<file path="src/rtl/light_sequencer.sv">
// Timed phase sequencer feeding the traffic-light control unit.
// Confirms each requested transition against the unit's one-hot feedback.
module light_sequencer #(
  parameter int CNT_W         = 16,
  parameter int RED_TICKS     = 8,
  parameter int GREEN_TICKS   = 10,
  parameter int YELLOW_TICKS  = 3,
  parameter int PED_MIN_GREEN = 4,
  parameter int REQ_TIMEOUT   = 4
) (
  input  logic             clk,
  input  logic             reset_n,
  input  logic             enable,
  input  logic             ped_req,
  input  logic [2:0]       cw_traffic_lights,
  output logic [1:0]       sw_traffic_lights,
  output logic             ped_ack,
  output logic [CNT_W-1:0] phase_count,
  output logic             mismatch_err
);

  localparam int WD_W = $clog2(REQ_TIMEOUT + 1);

  localparam logic [CNT_W-1:0] RED_LD =
    CNT_W'(RED_TICKS - 1);
  localparam logic [CNT_W-1:0] GREEN_LD =
    CNT_W'(GREEN_TICKS - 1);
  localparam logic [CNT_W-1:0] YELLOW_LD =
    CNT_W'(YELLOW_TICKS - 1);
  localparam logic [CNT_W-1:0] CUT_MAX =
    CNT_W'(GREEN_TICKS - 1 - PED_MIN_GREEN);
  localparam logic [WD_W-1:0] WD_LAST =
    WD_W'(REQ_TIMEOUT - 1);

  typedef enum logic [1:0] {
    S_IDLE,
    S_TIME,
    S_REQ
  } state_e;

  typedef enum logic [1:0] {
    PH_RED,
    PH_GREEN,
    PH_YELLOW
  } phase_e;

  function automatic logic [2:0] onehot(input phase_e p);
    unique case (p)
      PH_GREEN:  onehot = 3'b010;
      PH_YELLOW: onehot = 3'b001;
      default:   onehot = 3'b100;
    endcase
  endfunction

  function automatic logic [1:0] code(input phase_e p);
    unique case (p)
      PH_GREEN:  code = 2'b10;
      PH_YELLOW: code = 2'b11;
      default:   code = 2'b01;
    endcase
  endfunction

  function automatic phase_e succ(input phase_e p);
    unique case (p)
      PH_RED:   succ = PH_GREEN;
      PH_GREEN: succ = PH_YELLOW;
      default:  succ = PH_RED;
    endcase
  endfunction

  function automatic logic [CNT_W-1:0] ld(input phase_e p);
    unique case (p)
      PH_GREEN:  ld = GREEN_LD;
      PH_YELLOW: ld = YELLOW_LD;
      default:   ld = RED_LD;
    endcase
  endfunction

  state_e           state_q, state_d;
  phase_e           phase_q, phase_d;
  phase_e           target_q, target_d;
  logic [CNT_W-1:0] count_q, count_d;
  logic [WD_W-1:0]  wd_q, wd_d;
  logic [1:0]       sw_q, sw_d;
  logic             ack_q, ack_d;
  logic             err_q, err_d;
  logic             pend_q, pend_d;
  logic             serve;
  logic             cut;

  // Green may be cut short once it has run its minimum time.
  assign cut = (phase_q == PH_GREEN) && pend_q &&
               (count_q <= CUT_MAX);

  always_comb begin
    state_d  = state_q;
    phase_d  = phase_q;
    target_d = target_q;
    count_d  = count_q;
    wd_d     = wd_q;
    err_d    = err_q;
    sw_d     = 2'b00;
    serve    = 1'b0;
    unique case (state_q)
      S_IDLE: begin
        if (enable && !err_q &&
            cw_traffic_lights == onehot(PH_RED)) begin
          phase_d = PH_RED;
          count_d = RED_LD;
          state_d = S_TIME;
          serve   = pend_q;
        end
      end
      S_TIME: begin
        if (cw_traffic_lights != onehot(phase_q)) begin
          err_d   = 1'b1;
          state_d = S_IDLE;
        end else if (enable) begin
          if (count_q == '0 || cut) begin
            target_d = succ(phase_q);
            wd_d     = '0;
            sw_d     = code(succ(phase_q));
            state_d  = S_REQ;
          end else begin
            count_d = count_q - CNT_W'(1);
          end
        end
      end
      S_REQ: begin
        if (cw_traffic_lights == onehot(target_q)) begin
          phase_d = target_q;
          count_d = ld(target_q);
          state_d = S_TIME;
          serve   = (target_q == PH_RED) && pend_q;
        end else if (wd_q == WD_LAST) begin
          err_d   = 1'b1;
          state_d = S_IDLE;
        end else begin
          wd_d = wd_q + WD_W'(1);
          sw_d = code(target_q);
        end
      end
      default: state_d = S_IDLE;
    endcase
    ack_d  = serve;
    // A new request in the serving cycle keeps the flag set.
    pend_d = ped_req | (pend_q & ~serve);
  end

  always_ff @(posedge clk) begin
    if (!reset_n) begin
      state_q  <= S_IDLE;
      phase_q  <= PH_RED;
      target_q <= PH_RED;
      count_q  <= '0;
      wd_q     <= '0;
      sw_q     <= 2'b00;
      ack_q    <= 1'b0;
      err_q    <= 1'b0;
      pend_q   <= 1'b0;
    end else begin
      state_q  <= state_d;
      phase_q  <= phase_d;
      target_q <= target_d;
      count_q  <= count_d;
      wd_q     <= wd_d;
      sw_q     <= sw_d;
      ack_q    <= ack_d;
      err_q    <= err_d;
      pend_q   <= pend_d;
    end
  end

  assign sw_traffic_lights = sw_q;
  assign ped_ack           = ack_q;
  assign phase_count       = count_q;
  assign mismatch_err      = err_q;

endmodule
</file>
<file path="config.mk">
export PLATFORM = sky130hd
export DESIGN_NAME = light_sequencer
export DESIGN_NICKNAME = d
export VERILOG_FILES = /design/src/rtl/light_sequencer.sv
export SDC_FILE = /design/constraint.sdc
export NUM_CORES = 1
export LEC_CHECK = 0
export CAP_MARGIN = 25
export CORE_ASPECT_RATIO = 0.5
export CORE_MARGIN = 2
export CORE_UTILIZATION = 50
export DETAILED_ROUTE_END_ITERATION = 8
export PLACE_DENSITY_LB_ADDON = 0.25
export SLEW_MARGIN = 30
export SYNTH_ARGS = -nofsm -noshare
export SYNTH_HDL_FRONTEND = slang
export SYNTH_SLANG_ARGS = --single-unit
</file>
<file path="constraint.sdc">
create_clock -name clk -period 2.2 [get_ports clk]
set_input_delay 0.44 -clock clk [delete_from_list [all_inputs] [get_ports clk]]
set_output_delay 0.44 -clock clk [all_outputs]
set_load 0.005 [all_outputs]
</file>
==> results of run 1 <==
cells in the final DEF (no fill, tap or decap), types with 5 or more instances in the layout:
cell type / n
a21oi_1: 15
or4_1: 8
o311ai_1: 7
or3_1: 5
o21ai_0: 11
clkbuf_8: 5
ha_4: 6
o21ai_2: 5
dfxtp_1: 24
a31oi_1: 6
buf_6: 6
nor2_1: 23
clkdlybuf4s50_1: 22
ha_1: 6
dfxtp_2: 5
nor4_1: 7
nand2_1: 15
inv_1: 11
buf_4: 59
flip-flops by register name, summed over array words and instances, names as in the netlist:
signal,flops
phase_q,2
mismatch_err,1
state_q,2
wd_q,3
sw_traffic_lights,2
pend_q,1
phase_count,16
ped_ack,1
target_q,2
cells by family after synthesis:
logic type / Yosys count
simple gates: 90
xor+xnor: 7
flops: 30
compound gates: 72
mux: 3
fa+ha+maj: 14
buf+inv: 31
where the power goes:
part / total (mW) / internal, mW / switching [mW]
Sequential: 0.595 / 0.569 / 0.0259
Clock: 0.452 / 0.218 / 0.234
Combinational: 1.05 / 0.490 / 0.556
stage by stage:
step,worst slack (ns),instances,cell area (um2),setup TNS (ns)
6_report,-0.0558,387,3180,-0.179
5_1_grt,-0.105,387,3180,-1.37
4_1_cts,-0.0421,384,2940,-0.0863
3_5_place_dp,-0.478,372,2730,-7.54
3_3_place_gp,-0.376,372,2730,-5.86
2_1_floorplan,0.000627,247,2020,0
cell usage after synthesis (2+ instances only):
cell type	number	area, um2
or4_1	9	67.6
o311a_1	3	30.0
nor4_2	2	25.0
o221ai_1	3	26.3
and3_1	4	25.0
buf_2	2	10.0
ha_1	14	175
nand2_1	15	56.3
xnor2_1	3	26.3
clkinv_1	2	7.51
or3_1	6	37.5
o22ai_1	2	12.5
nand3_1	4	20.0
nand2b_1	2	12.5
nor2_1	23	86.3
clkbuf_1	10	37.5
o41ai_1	3	26.3
o31ai_1	3	22.5
mux2i_1	3	30.0
nor3_1	4	20.0
xor2_1	4	35.0
a21oi_1	16	80.1
nor4_1	8	50.1
o311ai_0	10	87.6
dfxtp_1	30	601
buf_4	2	15.0
nand4_1	3	18.8
a31oi_1	6	37.5
inv_1	15	56.3
o21ai_0	17	85.1
layout make-up:
cell class | instances | area (um2)
inverters | 17 | 68.8
clock buffers | 7 | 76.3
repair buffers | 93 | 806
flip-flops and latches | 30 | 611
well taps | 54 | 67.6
fillers | 238 | 702
multi-input cells | 186 | 1550
per-layer routing:
metal | vias to the layer above | part of all wire
li1 | 1110 | -
met1 | 1125 | 0.40
met2 | 185 | 0.47
met3 | 33 | 0.10
met4 | 0 | 0.034
met5 | - | 0
critical path, delay by kind of cell (launching register included):
family | cells | cell delay, ns
simple gates | 3 | 1.04
compound gates | 2 | 0.60
flops | 1 | 0.33
buf+inv | 1 | 0.21
repair_timing:
item | in CTS | in global routing
gates resized for setup | 32 | 47
buffers inserted | 4 | 3
endpoints found under the setup margin | 19 | 23
pin swaps | 14 | 23
gates cloned | 1 | 1
worst max path at each step:
stage | start | to | depth (start not counted)
2_1_floorplan | target_q[0] | phase_count[7] | 8
3_3_place_gp | cw_traffic_lights[1] | phase_count[13] | 8
3_5_place_dp | cw_traffic_lights[0] | phase_count[8] | 8
4_1_cts | phase_count[12] | state_q[0] | 5
5_1_grt | phase_q[1] | target_q[1] | 10
6_report | phase_count[13] | wd_q[2] | 6
==> results.py, run 1 <==
metrics = {
    "yosys": {
        "synth_compound_area_frac": 0.258,
        "synthXorXnorAreaFrac": 0.0305,
        "synthAdderAreaFrac": 0.0871,
        "synth_cells": 247,
        "synth_seq_cells": 30,
        "yosys.area_share.simple": 0.248,
        "synth_seq_area_share": 0.299,
        "synth_nets": 268,
        "yosysWarnings": 0,
        "synth_mux_area_frac": 0.0149,
        "syn_area_mm2": 0.00201,
        "async_flop_share": 0,
        "synth_enable_flop_cells": 0,
        "synth.distinct_cells": 49,
        "ys.flop_type": "dfxtp_1",
        "synth_top_family_by_area": "compound AO/OA/AOI/OAI gates",
        "synth.avg_cell_area_um2": 8.15,
    },
    "global_routing": {
        "grtUsageMet1": 0.397,
        "grt_pass1_vias": 2306,
        "track_usage": 0.309,
        "top_usage_layer": "met2",
        "grt_util_met2": 0.505,
        "met3_usage": 0.0696,
        "grt_pass1_wl_um": 11000,
        "antenna_found_initial": 0,
        "grt.overflow.total": 0,
        "grt_max_degree": 24,
    },
    "drt": {
        "first_pass_iters": 5,
        "drc": 0,
        "drtAntennaViolNets": 0,
        "wl_um": 7360,
        "drt_iter0_drc": 285,
        "wl_per_cell_um": 19.0,
        "viasPerCell": 6.34,
        "num_vias": 2453,
    },
    "die": {
        "placementRows": 16,
        "die_w_um": 93.7,
        "die_y_um": 48.9,
        "boundaryPins": 27,
        "core_mm2": 0.00388,
        "initial_core_util": 0.518,
        "die_area_mm2": 0.00458,
    },
    "sta": {
        "skew_ns": 0.00554,
        "min_period_over_period": 1.03,
        "tightest_slew_ns": 0.434,
        "maxSlewHeadroom": 0.711,
        "fin_ws_ns": -0.0558,
        "hold_viol": 0,
        "maxSlewViolCount": 0,
        "rsz0062_at_grt": "yes",
        "timing.hold.ws_ns": 0.451,
        "fin_crit_ns": 2.26,
        "clock.fmax_mhz": 443,
        "setup_viol": 7,
    },
    "hold_path": {
        "min-delay-start": "pend_q",
        "holdPathStages": 2,
        "hold_class": "register to register",
        "worst_hold_path.endpoint": "ped_ack",
    },
    "power_and_ir_drop": {
        "peakVddDrop_v": 0.000494,
        "powerDensity_mw_per_mm2": 658,
        "p_total_mw": 2.09,
        "p_leak_nw": 1.26,
    },
    "setup_path": {
        "crit_chain": "or4_4 -> a2111oi_4 -> buf_4 -> nand4_1 -> or3_1 -> a31oi_1",
        "cp_data_arrival_time_ns": 2.47,
        "r2r_start": "phase_count[13]",
        "rr_worst_depth": 6,
        "worst-path-max-fanout": 3,
        "start_kind": "register",
        "r2r-end": "wd_q[2]",
        "critPathKind": "register to register",
        "rrSetupSlack_ns": -0.06,
        "slowest_stage": "or4_4",
        "worst_ep_required_time_ns": 2.42,
        "max_stage_delay_ns": 0.55,
        "setup.worst_path.end_class": "register",
    },
    "run_status": {
        "failed_checks": "negative setup slack",
        "status": "finished with violations",
    },
    "placed_design": {
        "io_buffers": 26,
        "place_congestion": 0.979,
        "dp_hpwl_um": 4590,
    },
    "finish": {
        "synthToLayoutAreaGrowth_pct": 58.1,
        "fin_util": 0.819,
        "final_nets": 354,
        "n_antenna_cell": 0,
        "drive_gt1_frac": 0.375,
    },
    "clock_network": {
        "h-tree-depth": 2,
        "tritoncts": "yes",
        "cts_buffers": 5,
        "clock_path_buffers": 2,
        "clock-sinks": 30,
        "insertion_delay_ns": 0.30,
        "cts_root_buf": "clkbuf_8",
        "ctsHoldBuffers": 0,
        "clk_pin_slew_ns": 0.07,
    },
    "job": {
        "maxCapViolations": 0,
    },
}
(Power assumes the default switching activity.)
==> run 2: changes to the inputs <==
--- a/config.mk
+++ b/config.mk
@@ -11,6 +11,7 @@
 export CORE_UTILIZATION = 50
 export DETAILED_ROUTE_END_ITERATION = 8
 export PLACE_DENSITY_LB_ADDON = 0.25
+export RECOVER_POWER = 50
 export SLEW_MARGIN = 30
 export SYNTH_ARGS = -nofsm -noshare
 export SYNTH_HDL_FRONTEND = slang
==> constraint.sdc (replaced) <==
create_clock -name clk -period 2.2 [get_ports clk]
set_input_delay 0.44 -clock clk [delete_from_list [all_inputs] [get_ports clk]]
set_output_delay 0.44 -clock clk [all_outputs]
set_load 0.05 [all_outputs]
==> run 2 against run 1 <==
Effect of this change:
- the flow still finishes with violations (negative setup slack)
- register-to-register slack about the same
- sequential share of layout area about the same
- hold slack improved by 0.051 ns
- via count increased by 1.1%
- final area increased by 2.2%
- worst setup slack improved by 0.013 ns
- combinational power increased by 13%
- total power increased by 6.3%
- clock skew increased by 0.00062 ns
- non-clock buffer count decreased by 2
==> results.py, run 2 (synthesis gave the netlist of run 1 again) <==
metrics = {
    "drt": {
        "first_pass_iters": 5,
        "viasPerCell": 6.44,
        "drtAntennaViolNets": 0,
        "drt_iter0_drc": 320,
        "num_vias": 2479,
        "wl_um": 7610,
        "drc": 0,
        "wl_per_cell_um": 19.8,
    },
    "die": {
        "initial_core_util": 0.518,
        "die_area_mm2": 0.00458,
        "boundaryPins": 27,
        "die_w_um": 93.7,
        "placementRows": 16,
        "core_mm2": 0.00388,
        "die_y_um": 48.9,
    },
    "sta": {
        "maxSlewViolCount": 0,
        "timing.hold.ws_ns": 0.503,
        "min_period_over_period": 1.02,
        "setup_viol": 4,
        "clock.fmax_mhz": 446,
        "fin_crit_ns": 2.24,
        "maxSlewHeadroom": 0.644,
        "fin_ws_ns": -0.0424,
        "skew_ns": 0.00616,
        "rsz0062_at_grt": "yes",
        "tightest_slew_ns": 0.533,
        "hold_viol": 0,
    },
    "setup_path": {
        "setup.worst_path.end_class": "register",
        "crit_chain": "buf_4 -> ha_2 -> xor2_2 -> nor3_2 -> o221ai_2 -> buf_6 -> buf_6 -> or4_4 -> a21oi_2",
        "critPathKind": "register to register",
        "crit_family": "simple AND/OR/NAND/NOR gates",
        "cp_data_arrival_time_ns": 2.46,
        "slowest_stage": "or4_4",
        "max_stage_delay_ns": 0.51,
        "start_kind": "register",
        "path_buf_inv": 3,
        "worst-path-max-fanout": 6,
        "worst_ep_required_time_ns": 2.42,
        "cp_common_cell": "buf_6",
    },
    "power_and_ir_drop": {
        "p_int_mw": 1.32,
        "p_sw_frac": 0.409,
        "p_sw_mw": 0.910,
        "p_total_mw": 2.23,
        "powerDensity_mw_per_mm2": 684,
        "pwr-share-seq": 0.274,
        "p_leak_nw": 1.29,
        "clkPwrFrac": 0.190,
        "combPwrFrac": 0.536,
        "peakVddDrop_v": 0.000427,
    },
    "finish": {
        "n_antenna_cell": 0,
        "fillers": 186,
        "final_nets": 352,
        "fin_area_mm2": 0.00325,
        "layout_common_cells": "buf_4 (55), nor2_1 (23), dfxtp_1 (20)",
        "synthToLayoutAreaGrowth_pct": 61.6,
        "drive_gt1_frac": 0.411,
        "multi_input_comb_area_mm2": 0.00163,
        "largest_reg_flops": 16,
        "final_common_cell": "buf_4",
        "register_area_um2": 623,
    },
    "hold_path": {
        "hold_class": "register to register",
    },
    "global_routing": {
        "grt_pass1_wl_um": 11000,
        "track_usage": 0.307,
        "grt_pass1_vias": 2308,
        "grt.overflow.total": 0,
        "grt_max_degree": 24,
        "antenna_found_initial": 0,
    },
    "placed_design": {
        "io_buffers": 26,
        "placed_area_mm2": 0.00272,
        "place_congestion": 0.872,
        "dp_hpwl_um": 4540,
        "pre_cts_ws_ns": -0.508,
    },
    "clock_network": {
        "clk_pin_slew_ns": 0.07,
        "tritoncts": "yes",
        "insertion_delay_ns": 0.28,
        "ctsHoldBuffers": 0,
        "cts_buffers": 5,
        "cts_root_buf": "clkbuf_8",
        "clock-sinks": 30,
        "h-tree-depth": 2,
        "clock_path_buffers": 2,
    },
    "run_status": {
        "failed_checks": "negative setup slack",
        "status": "finished with violations",
    },
    "job": {
        "maxCapViolations": 0,
    },
}
==> run 2: timing repair <==
item,CTS,global route
buffers inserted,7,8
endpoints found under the setup margin,23,25
gates resized for setup,40,58
pin swaps,11,25
==> run 2: layout make-up <==
class	instances	area share
multi-input combinational	186	0.502
tap	54	0.0208
timing repair buffer	91	0.240
clock buffer	7	0.0235
sequential	30	0.192
inverter	17	0.0219
==> run 2: worst paths after layout <==
path | slack (ns) | from | cells after the start | end
worst max-delay path | -0.04 | target_q[0] | 9 | phase_count[3]
worst min-delay path | 0.50 | wd_q[2] | 2 | wd_q[2]
worst max register to register | -0.04 | target_q[0] | 9 | phase_count[3]
worst min register to register | 0.50 | wd_q[2] | 2 | wd_q[2]
==> run 2: routing by layer <==
metal,part of all wire,GRT usage,up-vias
li1,-,-,1109
met5,0,0,-
met3,0.087,0.0773,33
met4,0.029,0.0725,0
met2,0.48,0.511,169
met1,0.40,0.405,1168
==> run 2: per-stage QoR <==
step                 util  instances  TNS [ns]
floorplan               -        247         0
global placement    0.701        366     -8.10
detailed placement  0.701        366     -9.30
CTS                 0.771        380   -0.0850
global route        0.837        385    -0.745
finish              0.837        385   -0.0619
==> run 2: power by group through the flow <==
stage                     clock network [mW]  registers, mW  logic [mW]
after floorplan                            0          0.687       0.464
after global placement                     0          0.615       0.848
after detailed placement                   0          0.616       0.870
after CTS                              0.419          0.605       0.943
after global routing                   0.446          0.613        1.25
final                                  0.423          0.609        1.19
==> run 2: worst min-delay path, delay by kind of cell (launching register included) <==
kind            cells  cell delay [ns]
simple gates        1             0.06
compound gates      1             0.07
flops               1             0.33
==> run 3: changes to the inputs <==
--- a/config.mk
+++ b/config.mk
@@ -5,7 +5,8 @@
 export SDC_FILE = /design/constraint.sdc
 export NUM_CORES = 1
 export LEC_CHECK = 0
-export CAP_MARGIN = 25
+export ABC_CLOCK_PERIOD_IN_PS = 2200
+export CAP_MARGIN = 20
 export CORE_ASPECT_RATIO = 0.5
 export CORE_MARGIN = 2
 export CORE_UTILIZATION = 50
==> results of run 3 <==
The final DEF is identical to that of run 2; final timing and power are the same.
